--- src/rtl/evr_cfg_pkg.sv ---
// evr_cfg_pkg: register field codes, CTRL layout, FSM states and per-channel config record
package evr_cfg_pkg;
  localparam logic [1:0] REG_EVENT = 2'd0;
  localparam logic [1:0] REG_DELAY = 2'd1;
  localparam logic [1:0] REG_WIDTH = 2'd2;
  localparam logic [1:0] REG_POL = 2'd3;
  localparam logic [7:0] CTRL_ADDR = 8'hF0;
  localparam int CTRL_COMMIT = 0;
  localparam int CTRL_SYNC = 1;
  localparam int CTRL_CLR = 2;
  typedef enum logic [1:0] {IDLE, WAIT_SYNC, WAIT_QUIET, APPLY} state_e;
  typedef struct packed {
    logic [7:0] evt;
    logic [31:0] delay;
    logic [31:0] width;
    logic pol;
  } ch_cfg_t;
  function automatic logic [31:0] field_of(ch_cfg_t c, logic [1:0] r);
    return r == REG_EVENT ? {24'b0, c.evt} : r == REG_DELAY ? c.delay :
           r == REG_WIDTH ? c.width : {31'b0, c.pol};
  endfunction
endpackage

--- src/rtl/evr_channel_cfg_ctrl_if.sv ---
// evr_channel_cfg_ctrl_if: host register bus; EVR_CFG_READBACK_EN adds the read channel
interface evr_channel_cfg_ctrl_if;
  logic cfg_wr;
  logic [7:0] cfg_addr;
  logic [31:0] cfg_wdata;
  logic cfg_ack;
`ifdef EVR_CFG_READBACK_EN
  logic cfg_rd;
  logic [31:0] cfg_rdata;
  logic cfg_rvalid;
`endif
  modport master (
    output cfg_wr, cfg_addr, cfg_wdata,
`ifdef EVR_CFG_READBACK_EN
    output cfg_rd,
    input cfg_rdata, cfg_rvalid,
`endif
    input cfg_ack
  );
  modport slave (
    input cfg_wr, cfg_addr, cfg_wdata,
`ifdef EVR_CFG_READBACK_EN
    input cfg_rd,
    output cfg_rdata, cfg_rvalid,
`endif
    output cfg_ack
  );
endinterface

--- src/rtl/evr_cfg_shadow_bank.sv ---
// evr_cfg_shadow_bank: one channel's shadow/active register pair; apply copies the pre-write shadow
module evr_cfg_shadow_bank
  import evr_cfg_pkg::*;
(
  input logic Clock,
  input logic Reset,
  input logic wr_en_i,
  input logic [1:0] reg_i,
  input logic [31:0] wdata_i,
  input logic apply_i,
`ifdef EVR_CFG_READBACK_EN
  output ch_cfg_t shadow_o,
`endif
  output ch_cfg_t active_o
);
  ch_cfg_t shadow_q, shadow_d, active_q, active_d;
  always_comb begin
    shadow_d.evt = (wr_en_i && reg_i == REG_EVENT) ? wdata_i[7:0] : shadow_q.evt;
    shadow_d.delay = (wr_en_i && reg_i == REG_DELAY) ? wdata_i : shadow_q.delay;
    shadow_d.width = (wr_en_i && reg_i == REG_WIDTH) ? wdata_i : shadow_q.width;
    shadow_d.pol = (wr_en_i && reg_i == REG_POL) ? wdata_i[0] : shadow_q.pol;
    active_d = apply_i ? shadow_q : active_q;
  end
  always_ff @(posedge Clock) begin
    if (Reset) begin
      shadow_q <= '0;
      active_q <= '0;
    end else begin
      shadow_q <= shadow_d;
      active_q <= active_d;
    end
  end
`ifdef EVR_CFG_READBACK_EN
  assign shadow_o = shadow_q;
`endif
  assign active_o = active_q;
endmodule

--- src/rtl/evr_channel_cfg_ctrl.sv ---
// evr_channel_cfg_ctrl: shadowed trigger-channel config with atomic, safe-point commit.
// Optional EVR_CFG_READBACK_EN adds registered shadow/CTRL readback.
module evr_channel_cfg_ctrl
  import evr_cfg_pkg::*;
#(
  parameter int NUM_CH = 4,
  parameter logic [7:0] SYNC_EVENT = 8'h7E,
  parameter logic [31:0] QUIET_TIMEOUT = 32'd125000
) (
  input logic Clock,
  input logic Reset,
  input logic [7:0] eventStream,
  evr_channel_cfg_ctrl_if.slave bus,
  input logic [NUM_CH-1:0] ch_busy,
  output logic [8*NUM_CH-1:0] ch_event,
  output logic [32*NUM_CH-1:0] ch_delay,
  output logic [32*NUM_CH-1:0] ch_width,
  output logic [NUM_CH-1:0] ch_polarity,
  output logic commit_pending,
  output logic commit_done,
  output logic timeout_err
);
  state_e state_q, state_d;
  logic [31:0] cnt_q, cnt_d;
  logic ack_q, done_q, err_q, err_d, force_apply, ctrl_wr, commit;
  assign ctrl_wr = bus.cfg_wr && bus.cfg_addr == CTRL_ADDR;
  assign commit = ctrl_wr && bus.cfg_wdata[CTRL_COMMIT];
  always_comb begin
    state_d = state_q;
    cnt_d = '0;
    force_apply = 1'b0;
    case (state_q)
      IDLE: state_d = commit ? (bus.cfg_wdata[CTRL_SYNC] ? WAIT_SYNC : WAIT_QUIET) : IDLE;
      WAIT_SYNC: state_d = eventStream == SYNC_EVENT ? WAIT_QUIET : WAIT_SYNC;
      WAIT_QUIET: begin
        cnt_d = cnt_q + 32'd1;
        force_apply = |ch_busy && cnt_q == QUIET_TIMEOUT - 32'd1;
        state_d = (!(|ch_busy) || force_apply) ? APPLY : WAIT_QUIET;
      end
      default: state_d = IDLE;
    endcase
    // a forced apply in the same cycle as a W1C still leaves the flag set
    err_d = force_apply | (err_q & ~(ctrl_wr & bus.cfg_wdata[CTRL_CLR]));
  end
  always_ff @(posedge Clock) begin
    if (Reset) begin
      state_q <= IDLE;
      cnt_q <= '0;
      ack_q <= 1'b0;
      done_q <= 1'b0;
      err_q <= 1'b0;
    end else begin
      state_q <= state_d;
      cnt_q <= cnt_d;
      ack_q <= bus.cfg_wr;
      done_q <= state_q == APPLY;
      err_q <= err_d;
    end
  end
  assign bus.cfg_ack = ack_q;
  assign commit_pending = state_q != IDLE;
  assign commit_done = done_q;
  assign timeout_err = err_q;
`ifdef EVR_CFG_READBACK_EN
  ch_cfg_t shadow [NUM_CH];
  logic [31:0] rdata_q, rdata_d;
  logic rvalid_q;
  always_comb begin
    rdata_d = '0;
    for (int i = 0; i < NUM_CH; i++)
      if (bus.cfg_addr[7:4] == 4'(i)) rdata_d = field_of(shadow[i], bus.cfg_addr[3:2]);
    if (bus.cfg_addr == CTRL_ADDR) rdata_d = {29'b0, err_q, commit_pending, state_q == IDLE};
  end
  always_ff @(posedge Clock) begin
    if (Reset) begin
      rdata_q <= '0;
      rvalid_q <= 1'b0;
    end else begin
      rdata_q <= bus.cfg_rd ? rdata_d : rdata_q;
      rvalid_q <= bus.cfg_rd;
    end
  end
  assign bus.cfg_rdata = rdata_q;
  assign bus.cfg_rvalid = rvalid_q;
`endif
  for (genvar c = 0; c < NUM_CH; c++) begin : g_ch
    ch_cfg_t act;
    // CTRL_ADDR aliases channel 15 / event, so CTRL decode takes priority
    evr_cfg_shadow_bank u_bank (
      .Clock(Clock),
      .Reset(Reset),
      .wr_en_i(bus.cfg_wr && !ctrl_wr && bus.cfg_addr[7:4] == 4'(c)),
      .reg_i(bus.cfg_addr[3:2]),
      .wdata_i(bus.cfg_wdata),
      .apply_i(state_q == APPLY),
`ifdef EVR_CFG_READBACK_EN
      .shadow_o(shadow[c]),
`endif
      .active_o(act)
    );
    assign ch_event[8*c +: 8] = act.evt;
    assign ch_delay[32*c +: 32] = act.delay;
    assign ch_width[32*c +: 32] = act.width;
    assign ch_polarity[c] = act.pol;
  end
endmodule

--- src/flat_wrapper.sv ---
// flat-port wrapper written by rule: the top's interface ports become plain ports
module evr_channel_cfg_ctrl_flat import evr_cfg_pkg::*;
#(
  parameter int NUM_CH = 4,
  parameter logic [7:0] SYNC_EVENT = 8'h7E,
  parameter logic [31:0] QUIET_TIMEOUT = 32'd125000
)
  (Clock, Reset, eventStream, ch_busy, ch_event, ch_delay, ch_width, ch_polarity, commit_pending, commit_done, timeout_err, bus_cfg_wr, bus_cfg_addr, bus_cfg_wdata, bus_cfg_ack);
  evr_channel_cfg_ctrl_if bus_i ();
  input logic Clock;
  input logic Reset;
  input logic [7:0] eventStream;
  input logic [NUM_CH-1:0] ch_busy;
  output logic [8*NUM_CH-1:0] ch_event;
  output logic [32*NUM_CH-1:0] ch_delay;
  output logic [32*NUM_CH-1:0] ch_width;
  output logic [NUM_CH-1:0] ch_polarity;
  output logic commit_pending;
  output logic commit_done;
  output logic timeout_err;
  input wire logic [$bits(bus_i.cfg_wr)-1:0] bus_cfg_wr;
  input wire logic [$bits(bus_i.cfg_addr)-1:0] bus_cfg_addr;
  input wire logic [$bits(bus_i.cfg_wdata)-1:0] bus_cfg_wdata;
  output wire logic [$bits(bus_i.cfg_ack)-1:0] bus_cfg_ack;
  assign bus_i.cfg_wr = bus_cfg_wr;
  assign bus_i.cfg_addr = bus_cfg_addr;
  assign bus_i.cfg_wdata = bus_cfg_wdata;
  assign bus_cfg_ack = bus_i.cfg_ack;
  evr_channel_cfg_ctrl #(.NUM_CH(NUM_CH), .SYNC_EVENT(SYNC_EVENT), .QUIET_TIMEOUT(QUIET_TIMEOUT)) u_core (.Clock(Clock), .Reset(Reset), .eventStream(eventStream), .bus(bus_i), .ch_busy(ch_busy), .ch_event(ch_event), .ch_delay(ch_delay), .ch_width(ch_width), .ch_polarity(ch_polarity), .commit_pending(commit_pending), .commit_done(commit_done), .timeout_err(timeout_err));
endmodule
--- config.mk ---
export PLATFORM = sky130hd
export DESIGN_NAME = evr_channel_cfg_ctrl_flat
export DESIGN_NICKNAME = d
export VERILOG_FILES = /design/src/rtl/evr_cfg_pkg.sv /design/src/rtl/evr_channel_cfg_ctrl_if.sv /design/src/rtl/evr_cfg_shadow_bank.sv /design/src/rtl/evr_channel_cfg_ctrl.sv /design/src/flat_wrapper.sv
export SDC_FILE = /design/constraint.sdc
export NUM_CORES = 1
export LEC_CHECK = 0
export ABC_CLOCK_PERIOD_IN_PS = 2500
export BUFFER_PORTS_ARGS = -buffer_cell sky130_fd_sc_hd__clkbuf_2
export CAP_MARGIN = 25
export CORE_MARGIN = 2
export CORE_UTILIZATION = 55
export CTS_CLUSTER_SIZE = 14
export DETAILED_ROUTE_END_ITERATION = 6
export PLACE_DENSITY = 0.76
export SETUP_SLACK_MARGIN = 0.2
export SYNTH_ARGS = -nofsm -noshare
export SYNTH_HDL_FRONTEND = slang
export SYNTH_SLANG_ARGS = --single-unit
--- constraint.sdc ---
create_clock -name Clock -period 2.5 [get_ports Clock]
set_clock_uncertainty 0.05 [all_clocks]
set_input_delay 0.5 -clock Clock [delete_from_list [all_inputs] [get_ports Clock]]
set_output_delay 0.5 -clock Clock [all_outputs]
set_load 0.03 [all_outputs]
# ---- Word-level counts from Yosys, hierarchy flattened
# Cells that the tools add are included.
dict set report classes {
  addsub 1
  n_eq_ne 12
  mux 6
  n_bitwise 5
  n_reduce_logical 33
}
# operator count
set op_table {}
lappend op_table {{$add A32 B1 Y32 const B} 1}
lappend op_table {{$eq A32 B17 Y1 const B} 1}
lappend op_table {{$logic_and A1 B1 Y1} 24}
lappend op_table {{$eq A2 B2 Y1 const B} 4}
lappend op_table {{$eq A4 B2 Y1 const B} 2}
lappend op_table {{$eq A8 B7 Y1 const B} 1}
lappend op_table {{$eq A8 B8 Y1 const B} 1}
lappend op_table {{$mux W2} 3}
lappend op_table {{$pmux W2 S3} 1}
lappend op_table {{$eq A2 B1 Y1 const B} 2}
lappend op_table {{$eq A4 B1 Y1 const B} 1}
lappend op_table {{$logic_not A2 Y1} 2}
lappend op_table {{$logic_not A4 Y1} 1}
lappend op_table {{$reduce_or A4 Y1} 1}
lappend op_table {{$and A1 B1 Y1} 2}
lappend op_table {{$logic_not A1 Y1} 2}
lappend op_table {{$mux W1} 2}
lappend op_table {{$not A1 Y1} 2}
lappend op_table {{$reduce_bool A2 Y1} 1}
lappend op_table {{$reduce_or A2 Y1} 1}
lappend op_table {{$logic_or A1 B1 Y1} 1}
lappend op_table {{$or A1 B1 Y1} 1}
dict set report word_totals {
  regBits 621
  input_bits 55
  output_inout_bits 296
  wordCells 94
}

# ---- Longest topological paths before layout
dict set report depth {
  depth_word 6
  mapped_depth 7
  mapped_depth_nobuf 5
}

# ---- By module
# From an unflattened synthesis, not the netlist that was laid out.
dict set report hier_totals {
  cells_unflattened 2267
  area_unflattened_um2 24190.7
}
# module n_inst cells_per_inst area_each_um2 seq_area_each_um2
set by_module_without_submodules {}
lappend by_module_without_submodules {evr_cfg_shadow_bank 4 510 5572.8 2922.8}
lappend by_module_without_submodules {evr_channel_cfg_ctrl 1 227 1899.3 740.7}

# ---- Least setup slack after synthesis
# No wires, ideal clock.
dict set report synth_timing {
  path_type {input to register}
  start {input bus_cfg_addr[4]}
  end {register u_core.g_ch[0].u_bank.shadow_q[54] (netlist bit)}
  setup_time_ns 0.132
  arrival_ns 1.912
  required_time_ns 2.318
  path_slack_ns 0.406
  path_stages 7
  path_buffers 3
  path_cell_list {or4b_1 buf_2 or3_1 clkbuf_1 clkbuf_1 nand2_1 a21oi_1}
}
dict set report synth_via {
  elab_chain_cells 6
  elab_cells_between_ends 7
  cone_classes {1 x eq/ne; 6 x reduce/logical}
}
# element line
set synth_lines {}
lappend synth_lines {{start: declaration} flat_wrapper.sv:22} ;# input wire logic [$bits(bus_i.cfg_addr)-1:0] bus_cfg_addr;
lappend synth_lines {{$eq A8 B8 Y1} evr_channel_cfg_ctrl.sv:26} ;# assign ctrl_wr = bus.cfg_wr && bus.cfg_addr == CTRL_ADDR;
lappend synth_lines {{$logic_and A1 B1 Y1} evr_channel_cfg_ctrl.sv:26}
lappend synth_lines {{$logic_not A1 Y1} evr_channel_cfg_ctrl.sv:92} ;# .wr_en_i(bus.cfg_wr && !ctrl_wr && bus.cfg_addr[7:4] == 4'(c)),
lappend synth_lines {{$logic_and A1 B1 Y1} evr_channel_cfg_ctrl.sv:92}
lappend synth_lines {{$logic_and A1 B1 Y1 (*)} evr_channel_cfg_ctrl.sv:92}
lappend synth_lines {{$logic_and A1 B1 Y1 (*)} evr_cfg_shadow_bank.sv:19} ;# shadow_d.delay = (wr_en_i && reg_i == REG_DELAY) ? wdata_i : shadow_q.delay;
lappend synth_lines {{end signal: assignment} evr_cfg_shadow_bank.sv:29} ;# shadow_q <= shadow_d;
lappend synth_lines {{end: declaration} evr_cfg_shadow_bank.sv:16} ;# ch_cfg_t shadow_q, shadow_d, active_q, active_d;
# Mark *: on every way between the ends. The rest lies on a longest branch, timed or not.
# A chain may end at the register's enable or synchronous reset.

# ---- Worst setup path after layout
dict set report layout_timing {
  start {register u_core.cnt_q[0]}
  end {register u_core.cnt_q[20]}
}
dict set report layout_via {
  elab_chain_cells 1
}
# element line
set layout_lines {}
lappend layout_lines {{start: declaration} evr_channel_cfg_ctrl.sv:24} ;# logic [31:0] cnt_q, cnt_d;
lappend layout_lines {{start signal: assignment} evr_channel_cfg_ctrl.sv:54} ;# cnt_q <= cnt_d;
lappend layout_lines {{$add A32 B1 Y32} evr_channel_cfg_ctrl.sv:36} ;# cnt_d = cnt_q + 32'd1;
# Every way passes these cells.

==> impl_metrics.ini <==
[status]
status = complete, no violations

[final_layout]
diodes = 0
area_delta_synth_final_pct = 18.8
final_core_util_pct = 66.1
design.final.nets = 2464
fillers = 3039
multiInputGateArea_um2 = 7570
final_cell_mix = dfxtp_1, nand2_1, clkbuf_2, a22o_1, a21oi_1
fin_area_um2 = 24800
regArea_um2 = 12400
drive_gt1_share_pct = 19.9
fin_cells = 2961
final_common_cell = dfxtp_1

[sta]
final-max-slew-violation-count = 0
slew_headroom_pct = 55.3
period_needed_ns = 2.10
finalCritPeriodShare_pct = 84.1
tns_ns = 0
finalHoldViolations = 0
rsz0062_at_grt = no
fmax_ghz = 0.476
tightest_slew_ns = 0.671
finalSetupViolCount = 0

[worst_setup_path]
crit_start = u_core.cnt_q[0]
worstSetupStartpointType = register
end_kind = register
crit_cells = 5
regToRegStartpoint = u_core.cnt_q[0]
path_cells = ha_1 > and4_1 > nand4_1 > or4_1 > a21oi_1
r2r_slack_ns = 0.40
crit_type = register to register
slowest_delay_ns = 0.51
cp.arrival_ns = 2.59
critPathSlowestCell = or4_1
worst-path-buf-inv = 0
path_delay_family = simple AND/OR/NAND/NOR gates
worst-endpoint-required_ns = 2.99
worstRegToRegCells = 5
crit_fanout = 9

[power_and_ir_drop]
max-vdd-ir-drop_mv = 0.523
power.density_nw_per_um2 = 769
total_power_mw = 19.0
leakagePower_nw = 9.67

[logic_synthesis]
synth_edf_count = 0
synth_cell_types = 42
synth_seq_area_share_pct = 59.6
ys_ff_latch = 621
synth_fa_ha_area_share_pct = 0.0600
synth_top_family_by_area = compound AO/OA/AOI/OAI gates
yosys_most_used_dff = dfxtp_1
synth_cells = 2157
synth_compound_gate_area_share_pct = 19.7
ys_warn_count = 0
async_flop_share_pct = 0
synth_xor_area_share_pct = 0.420
synth.avg_cell_area_um2 = 9.66
synth-simple-area-share_pct = 14.2
syn-num-nets = 2213
synth.area.mux_share_pct = 1.73
synthesis.area_um2 = 20800

[clock_tree]
root_buffer = clkbuf_16
htreeDepth = 2
clkTransAtPathRegs_ns = 0.06
clock-sinks = 621
clock_path_buffers = 3
cts_made_buffers = 57
cts_setup_buffers = 0
cts_tree = yes
clk_latency_ns = 0.61

[die]
ios = 351
die_width_um = 199
row_count = 71
start_util_pct = 55.6
core_area_um2 = 37500
die_h_um = 199
die_area_um2 = 39500

[worst_hold_path]
holdPathStages = 2
hp-start = bus_cfg_wr
hold_class = primary input to register

[global_route]
grt_pass1_vias = 15500
track_usage_pct = 30.0
grt_pass1_wl_um = 90700
antenna_found_initial = 0
grt_max_degree = 119
gr-total-overflow = 0

[placed_design]
port_buffers = 350
dp_hpwl_um = 38200
place_area_um2 = 22900
gp_congestion = 0.818
dp_cells = 2860

[route]
vias = 17000
wl_per_cell_um = 20.5
routed_via_density = 5.73
wl_um = 60600
drc = 0
drtIter0Drc = 1610
drtAntennaViolNets = 0
dr.pass1.iters = 5

[job]
cap_violations = 0
==> synth_stat cells, types with 9 or more instances <==
library cell	instances	area [um2]
a21oi_1	280	1400
a22o_1	292	2560
buf_2	25	125
buf_4	23	173
clkbuf_1	144	541
dfxtp_1	621	12400
mux2i_1	36	360
nand2_1	529	1990
nand3_1	13	65.1
nand4_1	15	93.8
nor2_1	51	191
nor3_1	9	45.0
o21ai_0	10	50.1
o31ai_1	12	90.1
or3_1	12	75.1
or4_1	15	113
==> worst paths after layout <==
path                                              to
setup reg to reg                    u_core.cnt_q[20]
hold / removal                    u_core.bus.cfg_ack
setup / recovery                    u_core.cnt_q[20]
hold reg to reg   u_core.g_ch[1].u_bank.shadow_q[60]
==> flip-flops by register name, indices dropped and copies added (netlist names) <==
name / count
u_core.bus.cfg_ack: 1
u_core.commit_done: 1
u_core.g_ch.u_bank.active_o: 292
u_core.cnt_q: 32
u_core.g_ch.u_bank.shadow_q: 292
u_core.timeout_err: 1
u_core.state_q: 2
==> report_power, final <==
| part | leakage (nW) | internal (mW) | total [mW] | switching (mW) |
|---|---|---|---|---|
| logic | 3.77 | 0.0934 | 0.511 | 0.417 |
| registers | 5.00 | 9.91 | 9.92 | 0.0108 |
| clock network | 0.902 | 4.97 | 8.61 | 3.65 |
| total | 9.67 | 15.0 | 19.0 | 4.07 |
==> cells by family after synthesis <==
group                      Yosys count
DFF                                621
buffers and inverters              204
and+or+nand+nor                    690
xor gates and xnor gates            10
adders and majority gates            1
muxes                               36
AOI/OAI and AO/OA                  595
==> metrics by stage <==
stage / setup WS, ns / hold WS, ns
2_1_floorplan: 0.406 / 0.379
3_3_place_gp: 0.113 / 0.389
3_5_place_dp: 0.0753 / 0.396
4_1_cts: 0.294 / 0.164
5_1_grt: 0.295 / 0.172
6_report: 0.399 / 0.199
==> final cells by class <==
| class | count | area share, % |
|---|---|---|
| clock buffers | 84 | 6.53 |
| clock inverters | 17 | 0.859 |
| repair buffers | 391 | 9.21 |
| inverters | 5 | 0.0758 |
| flip-flops and latches | 621 | 50.2 |
| well taps | 511 | 2.58 |
| multi-input cells | 1332 | 30.6 |
==> worst register-to-register path, cell delays in order, from the launching register on <==
cell and delay [ns]:
dfxtp_1 0.38, ha_1 0.27, and4_1 0.35, nand4_1 0.32, or4_1 0.51, a21oi_1 0.15
==> timing repair <==
action | in CTS | in global routing
hold endpoints to repair | 0 | 0
hold buffers | 0 | 0
gates resized for setup | 0 | 1
endpoints found under the setup margin | 0 | 2
==> metal layers <==
metal / GRT usage (%) / vias up / share of wire (%)
met2: 47.3 / 678 / 46
met5: 0 / - / 0
met4: 12.5 / 0 / 4.2
met1: 39.7 / 8185 / 41
met3: 6.97 / 126 / 8.5
li1: - / 7977 / -
No activity file was read; power rests on OpenSTA's default activity.
